===== src/rtl/level_pkg.sv =====
// Shared encodings for the level writer: command ops, response status,
// write-select bit positions and the FSM state type.
package level_pkg;

   typedef enum logic [1:0] {
      OP_INSERT = 2'd0,
      OP_LINK   = 2'd1,
      OP_CLEAR  = 2'd2,
      OP_RSVD   = 2'd3
   } op_e;

   typedef enum logic [2:0] {
      RSP_OK       = 3'd0,
      RSP_FULL     = 3'd1,
      RSP_OCCUPIED = 3'd2,
      RSP_DUP      = 3'd3,
      RSP_BADADDR  = 3'd4,
      RSP_BADOP    = 3'd5
   } status_e;

   localparam int SEL_WORD  = 0;
   localparam int SEL_LEFT  = 1;
   localparam int SEL_RIGHT = 2;
   localparam logic [2:0] SEL_ALL = 3'b111;

   typedef enum logic [2:0] {
      S_IDLE = 3'd0,
      S_RD   = 3'd1,
      S_CMP  = 3'd2,
      S_WR   = 3'd3,
      S_CLR  = 3'd4,
      S_RESP = 3'd5
   } state_e;

endpackage


===== src/rtl/level_writer.sv =====
// Write-side engine for one lookup level: allocates nodes, links child
// pointers into parents by key comparison, and bulk-clears the level.
module level_writer
   import level_pkg::*;
#(
   parameter int WORD_SIZE    = 16,
   parameter int POINTER_SIZE = 16,
   parameter int MEM_SIZE     = 2,
   parameter int LEVEL_ID     = 1
) (
   input  logic                    clk,
   input  logic                    rst,
   input  logic                    cmd_valid,
   output logic                    cmd_ready,
   input  logic [1:0]              cmd_op,
   input  logic [WORD_SIZE-1:0]    cmd_key,
   input  logic [POINTER_SIZE-1:0] cmd_parent_addr,
   input  logic [POINTER_SIZE-1:0] cmd_child_ptr,
   output logic                    rsp_valid,
   input  logic                    rsp_ready,
   output logic [2:0]              rsp_status,
   output logic [POINTER_SIZE-1:0] rsp_addr,
   output logic [POINTER_SIZE:0]   alloc_count,
   output logic                    mem_rd_en,
   output logic [POINTER_SIZE-1:0] mem_rd_addr,
   input  logic [WORD_SIZE-1:0]    mem_rd_word,
   input  logic                    mem_rd_lp_valid,
   input  logic                    mem_rd_rp_valid,
   output logic                    mem_wr_en,
   output logic [POINTER_SIZE-1:0] mem_wr_addr,
   output logic [2:0]              mem_wr_sel,
   output logic [WORD_SIZE-1:0]    mem_wr_word,
   output logic [POINTER_SIZE-1:0] mem_wr_ptr,
   output logic                    mem_wr_ptr_valid
);

   localparam int AW = POINTER_SIZE;
   localparam int CW = POINTER_SIZE + 1;
   localparam logic [CW-1:0] MemSizeC = CW'(MEM_SIZE);
   localparam logic [AW-1:0] LastAddr = AW'(MEM_SIZE - 1);

   if (MEM_SIZE < 1 || LEVEL_ID < 0 ||
       (POINTER_SIZE < 31 && MEM_SIZE > (1 << POINTER_SIZE))) begin : g_bad_param
      $error("level_writer: MEM_SIZE must be 1..2**POINTER_SIZE and LEVEL_ID >= 0");
   end

   state_e               state_q, state_d;
   op_e                  op_q, op_d;
   logic [WORD_SIZE-1:0] key_q, key_d;
   logic [AW-1:0]        parent_q, parent_d;
   logic [AW-1:0]        child_q, child_d;
   status_e              status_q, status_d;
   logic [AW-1:0]        raddr_q, raddr_d;
   logic [CW-1:0]        alloc_q, alloc_d;

   logic                 cmd_ready_q, cmd_ready_d;
   logic                 rsp_valid_q, rsp_valid_d;
   logic [2:0]           rsp_status_q, rsp_status_d;
   logic [AW-1:0]        rsp_addr_q, rsp_addr_d;
   logic                 rd_en_q, rd_en_d;
   logic [AW-1:0]        rd_addr_q, rd_addr_d;
   logic                 wr_en_q, wr_en_d;
   logic [AW-1:0]        wr_addr_q, wr_addr_d;
   logic [2:0]           wr_sel_q, wr_sel_d;
   logic [WORD_SIZE-1:0] wr_word_q, wr_word_d;
   logic [AW-1:0]        wr_ptr_q, wr_ptr_d;
   logic                 wr_ptr_valid_q, wr_ptr_valid_d;

   // Output registers are loaded with the values for the state being entered,
   // so every strobe lines up with the cycle its state occupies.
   always_comb begin
      state_d        = state_q;
      op_d           = op_q;
      key_d          = key_q;
      parent_d       = parent_q;
      child_d        = child_q;
      status_d       = status_q;
      raddr_d        = raddr_q;
      alloc_d        = alloc_q;
      rsp_valid_d    = rsp_valid_q;
      rsp_status_d   = rsp_status_q;
      rsp_addr_d     = rsp_addr_q;
      rd_en_d        = 1'b0;
      rd_addr_d      = rd_addr_q;
      wr_en_d        = 1'b0;
      wr_addr_d      = wr_addr_q;
      wr_sel_d       = '0;
      wr_word_d      = '0;
      wr_ptr_d       = '0;
      wr_ptr_valid_d = 1'b0;

      case (state_q)
         S_IDLE: begin
            if (cmd_valid && cmd_ready_q) begin
               op_d     = op_e'(cmd_op);
               key_d    = cmd_key;
               parent_d = cmd_parent_addr;
               child_d  = cmd_child_ptr;
               raddr_d  = '0;
               case (op_e'(cmd_op))
                  OP_INSERT: begin
                     state_d = S_WR;
                     if (alloc_q == MemSizeC) begin
                        status_d = RSP_FULL;
                     end else begin
                        status_d  = RSP_OK;
                        raddr_d   = alloc_q[AW-1:0];
                        wr_en_d   = 1'b1;
                        wr_addr_d = alloc_q[AW-1:0];
                        wr_sel_d  = SEL_ALL;
                        wr_word_d = cmd_key;
                     end
                  end
                  OP_LINK: begin
                     raddr_d = cmd_parent_addr;
                     if ({1'b0, cmd_parent_addr} >= alloc_q) begin
                        status_d = RSP_BADADDR;
                        state_d  = S_WR;
                     end else begin
                        rd_en_d   = 1'b1;
                        rd_addr_d = cmd_parent_addr;
                        state_d   = S_RD;
                     end
                  end
                  OP_CLEAR: begin
                     status_d  = RSP_OK;
                     state_d   = S_CLR;
                     wr_en_d   = 1'b1;
                     wr_addr_d = '0;
                     wr_sel_d  = SEL_ALL;
                  end
                  default: begin
                     status_d = RSP_BADOP;
                     state_d  = S_WR;
                  end
               endcase
            end
         end
         S_RD: state_d = S_CMP;
         S_CMP: begin
            state_d = S_WR;
            // An equal key is a match in the search stage, so it never links.
            if (key_q == mem_rd_word) begin
               status_d = RSP_DUP;
            end else if (key_q < mem_rd_word) begin
               if (mem_rd_lp_valid) begin
                  status_d = RSP_OCCUPIED;
               end else begin
                  status_d           = RSP_OK;
                  wr_en_d            = 1'b1;
                  wr_addr_d          = parent_q;
                  wr_sel_d[SEL_LEFT] = 1'b1;
                  wr_ptr_d           = child_q;
                  wr_ptr_valid_d     = 1'b1;
               end
            end else begin
               if (mem_rd_rp_valid) begin
                  status_d = RSP_OCCUPIED;
               end else begin
                  status_d            = RSP_OK;
                  wr_en_d             = 1'b1;
                  wr_addr_d           = parent_q;
                  wr_sel_d[SEL_RIGHT] = 1'b1;
                  wr_ptr_d            = child_q;
                  wr_ptr_valid_d      = 1'b1;
               end
            end
         end
         S_WR: begin
            state_d      = S_RESP;
            rsp_valid_d  = 1'b1;
            rsp_status_d = status_q;
            rsp_addr_d   = raddr_q;
            if (op_q == OP_INSERT && status_q == RSP_OK) begin
               alloc_d = alloc_q + CW'(1);
            end
         end
         S_CLR: begin
            if (wr_addr_q == LastAddr) begin
               state_d      = S_RESP;
               alloc_d      = '0;
               rsp_valid_d  = 1'b1;
               rsp_status_d = status_q;
               rsp_addr_d   = '0;
            end else begin
               wr_en_d   = 1'b1;
               wr_addr_d = wr_addr_q + AW'(1);
               wr_sel_d  = SEL_ALL;
            end
         end
         S_RESP: begin
            if (rsp_ready) begin
               state_d      = S_IDLE;
               rsp_valid_d  = 1'b0;
               rsp_status_d = '0;
               rsp_addr_d   = '0;
            end
         end
         default: state_d = S_IDLE;
      endcase

      cmd_ready_d = (state_d == S_IDLE);
   end

   always_ff @(posedge clk) begin
      if (rst) begin
         state_q        <= S_IDLE;
         op_q           <= OP_INSERT;
         key_q          <= '0;
         parent_q       <= '0;
         child_q        <= '0;
         status_q       <= RSP_OK;
         raddr_q        <= '0;
         alloc_q        <= '0;
         cmd_ready_q    <= 1'b1;
         rsp_valid_q    <= 1'b0;
         rsp_status_q   <= '0;
         rsp_addr_q     <= '0;
         rd_en_q        <= 1'b0;
         rd_addr_q      <= '0;
         wr_en_q        <= 1'b0;
         wr_addr_q      <= '0;
         wr_sel_q       <= '0;
         wr_word_q      <= '0;
         wr_ptr_q       <= '0;
         wr_ptr_valid_q <= 1'b0;
      end else begin
         state_q        <= state_d;
         op_q           <= op_d;
         key_q          <= key_d;
         parent_q       <= parent_d;
         child_q        <= child_d;
         status_q       <= status_d;
         raddr_q        <= raddr_d;
         alloc_q        <= alloc_d;
         cmd_ready_q    <= cmd_ready_d;
         rsp_valid_q    <= rsp_valid_d;
         rsp_status_q   <= rsp_status_d;
         rsp_addr_q     <= rsp_addr_d;
         rd_en_q        <= rd_en_d;
         rd_addr_q      <= rd_addr_d;
         wr_en_q        <= wr_en_d;
         wr_addr_q      <= wr_addr_d;
         wr_sel_q       <= wr_sel_d;
         wr_word_q      <= wr_word_d;
         wr_ptr_q       <= wr_ptr_d;
         wr_ptr_valid_q <= wr_ptr_valid_d;
      end
   end

   assign cmd_ready        = cmd_ready_q;
   assign rsp_valid        = rsp_valid_q;
   assign rsp_status       = rsp_status_q;
   assign rsp_addr         = rsp_addr_q;
   assign alloc_count      = alloc_q;
   assign mem_rd_en        = rd_en_q;
   assign mem_rd_addr      = rd_addr_q;
   assign mem_wr_en        = wr_en_q;
   assign mem_wr_addr      = wr_addr_q;
   assign mem_wr_sel       = wr_sel_q;
   assign mem_wr_word      = wr_word_q;
   assign mem_wr_ptr       = wr_ptr_q;
   assign mem_wr_ptr_valid = wr_ptr_valid_q;

endmodule

===== config.mk =====
export PLATFORM = sky130hd
export DESIGN_NAME = level_writer
export DESIGN_NICKNAME = d
export VERILOG_FILES = /design/src/rtl/level_pkg.sv /design/src/rtl/level_writer.sv
export SDC_FILE = /design/constraint.sdc
export NUM_CORES = 1
export LEC_CHECK = 0
export ABC_AREA = 1
export CAP_MARGIN = 20
export CORE_UTILIZATION = 55
export DETAILED_ROUTE_END_ITERATION = 12
export GPL_ROUTABILITY_DRIVEN = 0
export PLACE_DENSITY = 0.95
export SLEW_MARGIN = 20
export SYNTH_ARGS = -nofsm -noshare
export SYNTH_HDL_FRONTEND = slang
export SYNTH_SLANG_ARGS = --single-unit

===== constraint.sdc =====
create_clock -name clk -period 2.8 [get_ports clk]
set_input_delay 0.56 -clock clk [delete_from_list [all_inputs] [get_ports clk]]
set_output_delay 0.56 -clock clk [all_outputs]
set_load 0.01 [all_outputs]

==> summary.txt <==
Routing
  • Routed WL: approximately 28 mm
  • DR DRC count: 3
  • Via-to-Cell Ratio: between 5 and 6
  • DRT antenna net count: 0
  • Via count: 9282
  • Pre-antenna DRT Iters: 13
  • Wire length per cell: 18.0 µm
  • DR iter-0 viols: roughly 1.1k

Layout
  • Antenna fix cells: 0
  • Post-route cell area: about 11000 µm²
  • Share of cells above drive strength 1: 0.0821
  • Nets: about 1.5k
  • # fillers: roughly 940
  • Synth-to-Final Area Change: 30.9%
  • Multi-input gate area: between 4000 and 5000 µm²
  • FF/Latch Area: ~3600 µm²

Global routing
  • First-pass GRT wire length: ~44 mm
  • Gr usage total: 0.355
  • Vias in the first global route: between 9k and 10k
  • Initial antenna violation count: 0
  • Largest net degree at the start of global routing: 52
  • Total gr overflow: 0

Critical path
  • WS Path Type: flop to flop
  • Req. time, crit path: 3090 ps
  • CP Capture Type: flop
  • Worst Path Arrival: 2840 ps
  • CP top delay family: simple AND/OR/NAND/NOR gates
  • Worst path slowest cell: dfxtp_1
  • Max incr delay on CP: around 580 ps
  • Setup crit start: alloc_count[1]$_SDFFE_PP0P_
  • CP max FO: 6
  • Most frequent cell on the critical path: nand2_1
  • Reg-to-reg slack, setup: 250 ps
  • Worst R2R Start: alloc_count[1]$_SDFFE_PP0P_
  • Crit path buf inv count: 2
  • RR Endpoint: status_q[1]$_SDFFE_PP0P_
  • Worst reg2reg path depth: 17
  • CP cell instances: inv_1 > ha_1 > nand2_1 > nor2_1 > nand2_1 > nand2_1 > inv_1 > nand2_1 > nand2_1 > nand2_1 > nand2_1 > nand2_1 > nand2_1 > nand2_1 > nand2_1 > nand2_1 > a21oi_1
  • Worst Setup Start Kind: flop

STA
  • Min Tclk post-route: 2550 ps
  • Setup TNS: 0 ps
  • RSZ-0062 raised after global routing: false
  • Fin. Hold Viols: 0
  • Normalized max-slew margin: 0.441
  • Max Slew Vio Count: 0
  • Clk_skew: just under 10 ps
  • Worst-margin pin slew: approximately 830 ps
  • Final setup vio count: 0
  • Max Clk Rate: just under 0.4 GHz
  • Tcrit/Tclk final: 0.909

Floorplan
  • Row count: between 40 and 50
  • Starting Density: 0.574
  • Core footprint: between 10000 and 15000 µm²
  • Die H: around 130 µm
  • Die ar.: between 15000 and 20000 µm²
  • Die Span X: 126 µm
  • Num ports: 180

Worst hold path
  • Hold wc startpoint: rst
  • Worst hold endpoint: status_q[2]$_SDFFE_PP0P_
  • Hold depth: 4
  • Worst Hold Class: input port to flop

CTS
  • Clk pin slew, worst setup/hold paths: 70 ps
  • Max H-tree Level: 4
  • Post-CTS setup repair buffer count: 0
  • CTS buffer count: 17
  • Hold_buf cts: 0
  • Sink Count: 180
  • CTS tree: done
  • Post-cts sizing count: 0
  • Skew-Pair Late Insertion Delay: roughly 440 ps
  • Clock Tree Buf Depth: 2
  • CTS root buffer: clkbuf_16

Synth
  • Main synth FF type: dfxtp_1
  • Unique cell type count in the Yosys netlist: slightly above 40
  • Largest area contributor in the netlist: dfxtp_1
  • Yosys top cell area share: 0.425
  • Mean Syn Cell Area: between 7 and 8 µm²
  • Area of the mapped netlist: around 8500 µm²
  • #FFs+latches synth: 180
  • Post-synth EDFFs: 0
  • Post-synth ARST share: 0
  • Most instantiated cells after synthesis: nand2_1, dfxtp_1, a21oi_1
  • Mapped Nets: 1281
  • Sequential area share after synthesis: 0.425
  • Most common cell in the netlist: nand2_1
  • Post-Syn Instances: 1168
  • Yosys warnings: 0
  • Top post-synthesis cells by area: dfxtp_1, nand2_1, a21oi_1

Placed design
  • Port-buffer cells: 179
  • Detailed-placement wirelength estimate: about 19 mm
  • Placed Area: ~11000 µm²

Run status
  • Failing checks: DRC
  • Status: finished, violations left

Run
  • Max Cap Violations: 0

Power and ir drop
  • Peak supply drop: roughly 0.00052 V
  • Power density over cell area: approximately 750 nW/µm²
  • Leakage: around 4.6 nW
[tightest hold or removal path, delay by kind of cell]
family	cells	cell delay (ps)
buffers and inverters	2	160
AND/OR/NAND/NOR	2	90
[registers in the layout (all words and copies together) (netlist names), 16 cells and up]
signal / flops
mem_wr_addr: 16
mem_wr_word: 16
key_q: 16
mem_wr_ptr: 16
alloc_count: 17
rsp_addr: 16
raddr_q: 16
parent_q: 16
mem_rd_addr: 16
child_q: 16
[cell families (layout without fill, tap and decap cells)]
| logic type | after synthesis | in the layout | synth area share |
|---|---|---|---|
| flops | 180 | 180 | 0.425 |
| compound gates | 231 | 231 | 0.144 |
| buf+inv | 189 | 385 | 0.0926 |
| simple gates | 519 | 519 | 0.269 |
| fa+ha+maj | 41 | 41 | 0.0606 |
| xor+xnor | 8 | 8 | 0.00827 |
[per-stage QoR]
stage          std cells   util  setup WS [ps]  power (W)  hold slack, ps
2_1_floorplan       1168      -            762    0.00499             416
3_3_place_gp        1517  0.713            170    0.00569             423
3_5_place_dp        1517  0.713           68.9    0.00583             425
4_1_cts             1548  0.752            436    0.00817             411
5_1_grt             1548  0.752            153    0.00865             442
6_report            1548  0.752            254    0.00827             423
[cell usage in the layout, fill, tap and decap left out, types with 4 or more instances in the layout]
cell type | netlist | layout
nand2_1 | 243 | 243
dfxtp_1 | 180 | 180
clkdlybuf4s50_1 | 0 | 178
a21oi_1 | 128 | 128
inv_1 | 124 | 123
nor2_1 | 108 | 108
nand3_1 | 87 | 87
o21ai_0 | 77 | 77
ha_1 | 41 | 41
buf_4 | 6 | 39
nor3_1 | 29 | 29
clkbuf_16 | 0 | 17
nor2_2 | 15 | 15
nand4_1 | 12 | 12
inv_2 | 8 | 9
xor2_1 | 8 | 8
nor4_1 | 7 | 7
nand2_2 | 5 | 5
a31oi_1 | 5 | 5
o211ai_1 | 4 | 4
inv_8 | 0 | 4
clkinvlp_4 | 0 | 4
[power by group]
part | switching, W | internal (W) | total, W
clock network | 0.00112 | 0.00118 | 0.00230
logic | 0.00170 | 0.00102 | 0.00272
registers | 0.000293 | 0.00296 | 0.00325
total | 0.00312 | 0.00515 | 0.00827
[layer usage]
| metal | track usage | routed length, µm | vias to the layer above |
|---|---|---|---|
| met4 | 0.227 | 1930 | 0 |
| met3 | 0.101 | 3100 | 217 |
| met5 | 0 | 0 | - |
| li1 | - | - | 4196 |
| met2 | 0.574 | 12500 | 691 |
| met1 | 0.414 | 10300 | 4178 |
[worst max path at each step]
| stage | depth (start not counted) | slack, ps | end |
|---|---|---|---|
| finish | 17 | 250 | status_q[1]$_SDFFE_PP0P_ |
| global route | 17 | 150 | status_q[1]$_SDFFE_PP0P_ |
| CTS | 17 | 440 | status_q[1]$_SDFFE_PP0P_ |
| detailed placement | 14 | 70 | mem_wr_addr[15]$_SDFFE_PP0P_ |
| global placement | 17 | 170 | status_q[1]$_SDFFE_PP0P_ |
| floorplan | 12 | 760 | mem_wr_addr[12]$_SDFFE_PP0P_ |
[final cells by class]
cell class                 instances  share of cell area
multi-input combinational        799               0.368
sequential                       180               0.325
timing repair buffer             219               0.189
inverter                         135              0.0457
clock buffer                      17              0.0384
tap                              184              0.0208
clock inverter                    14              0.0129
(Power assumes the default switching activity.)
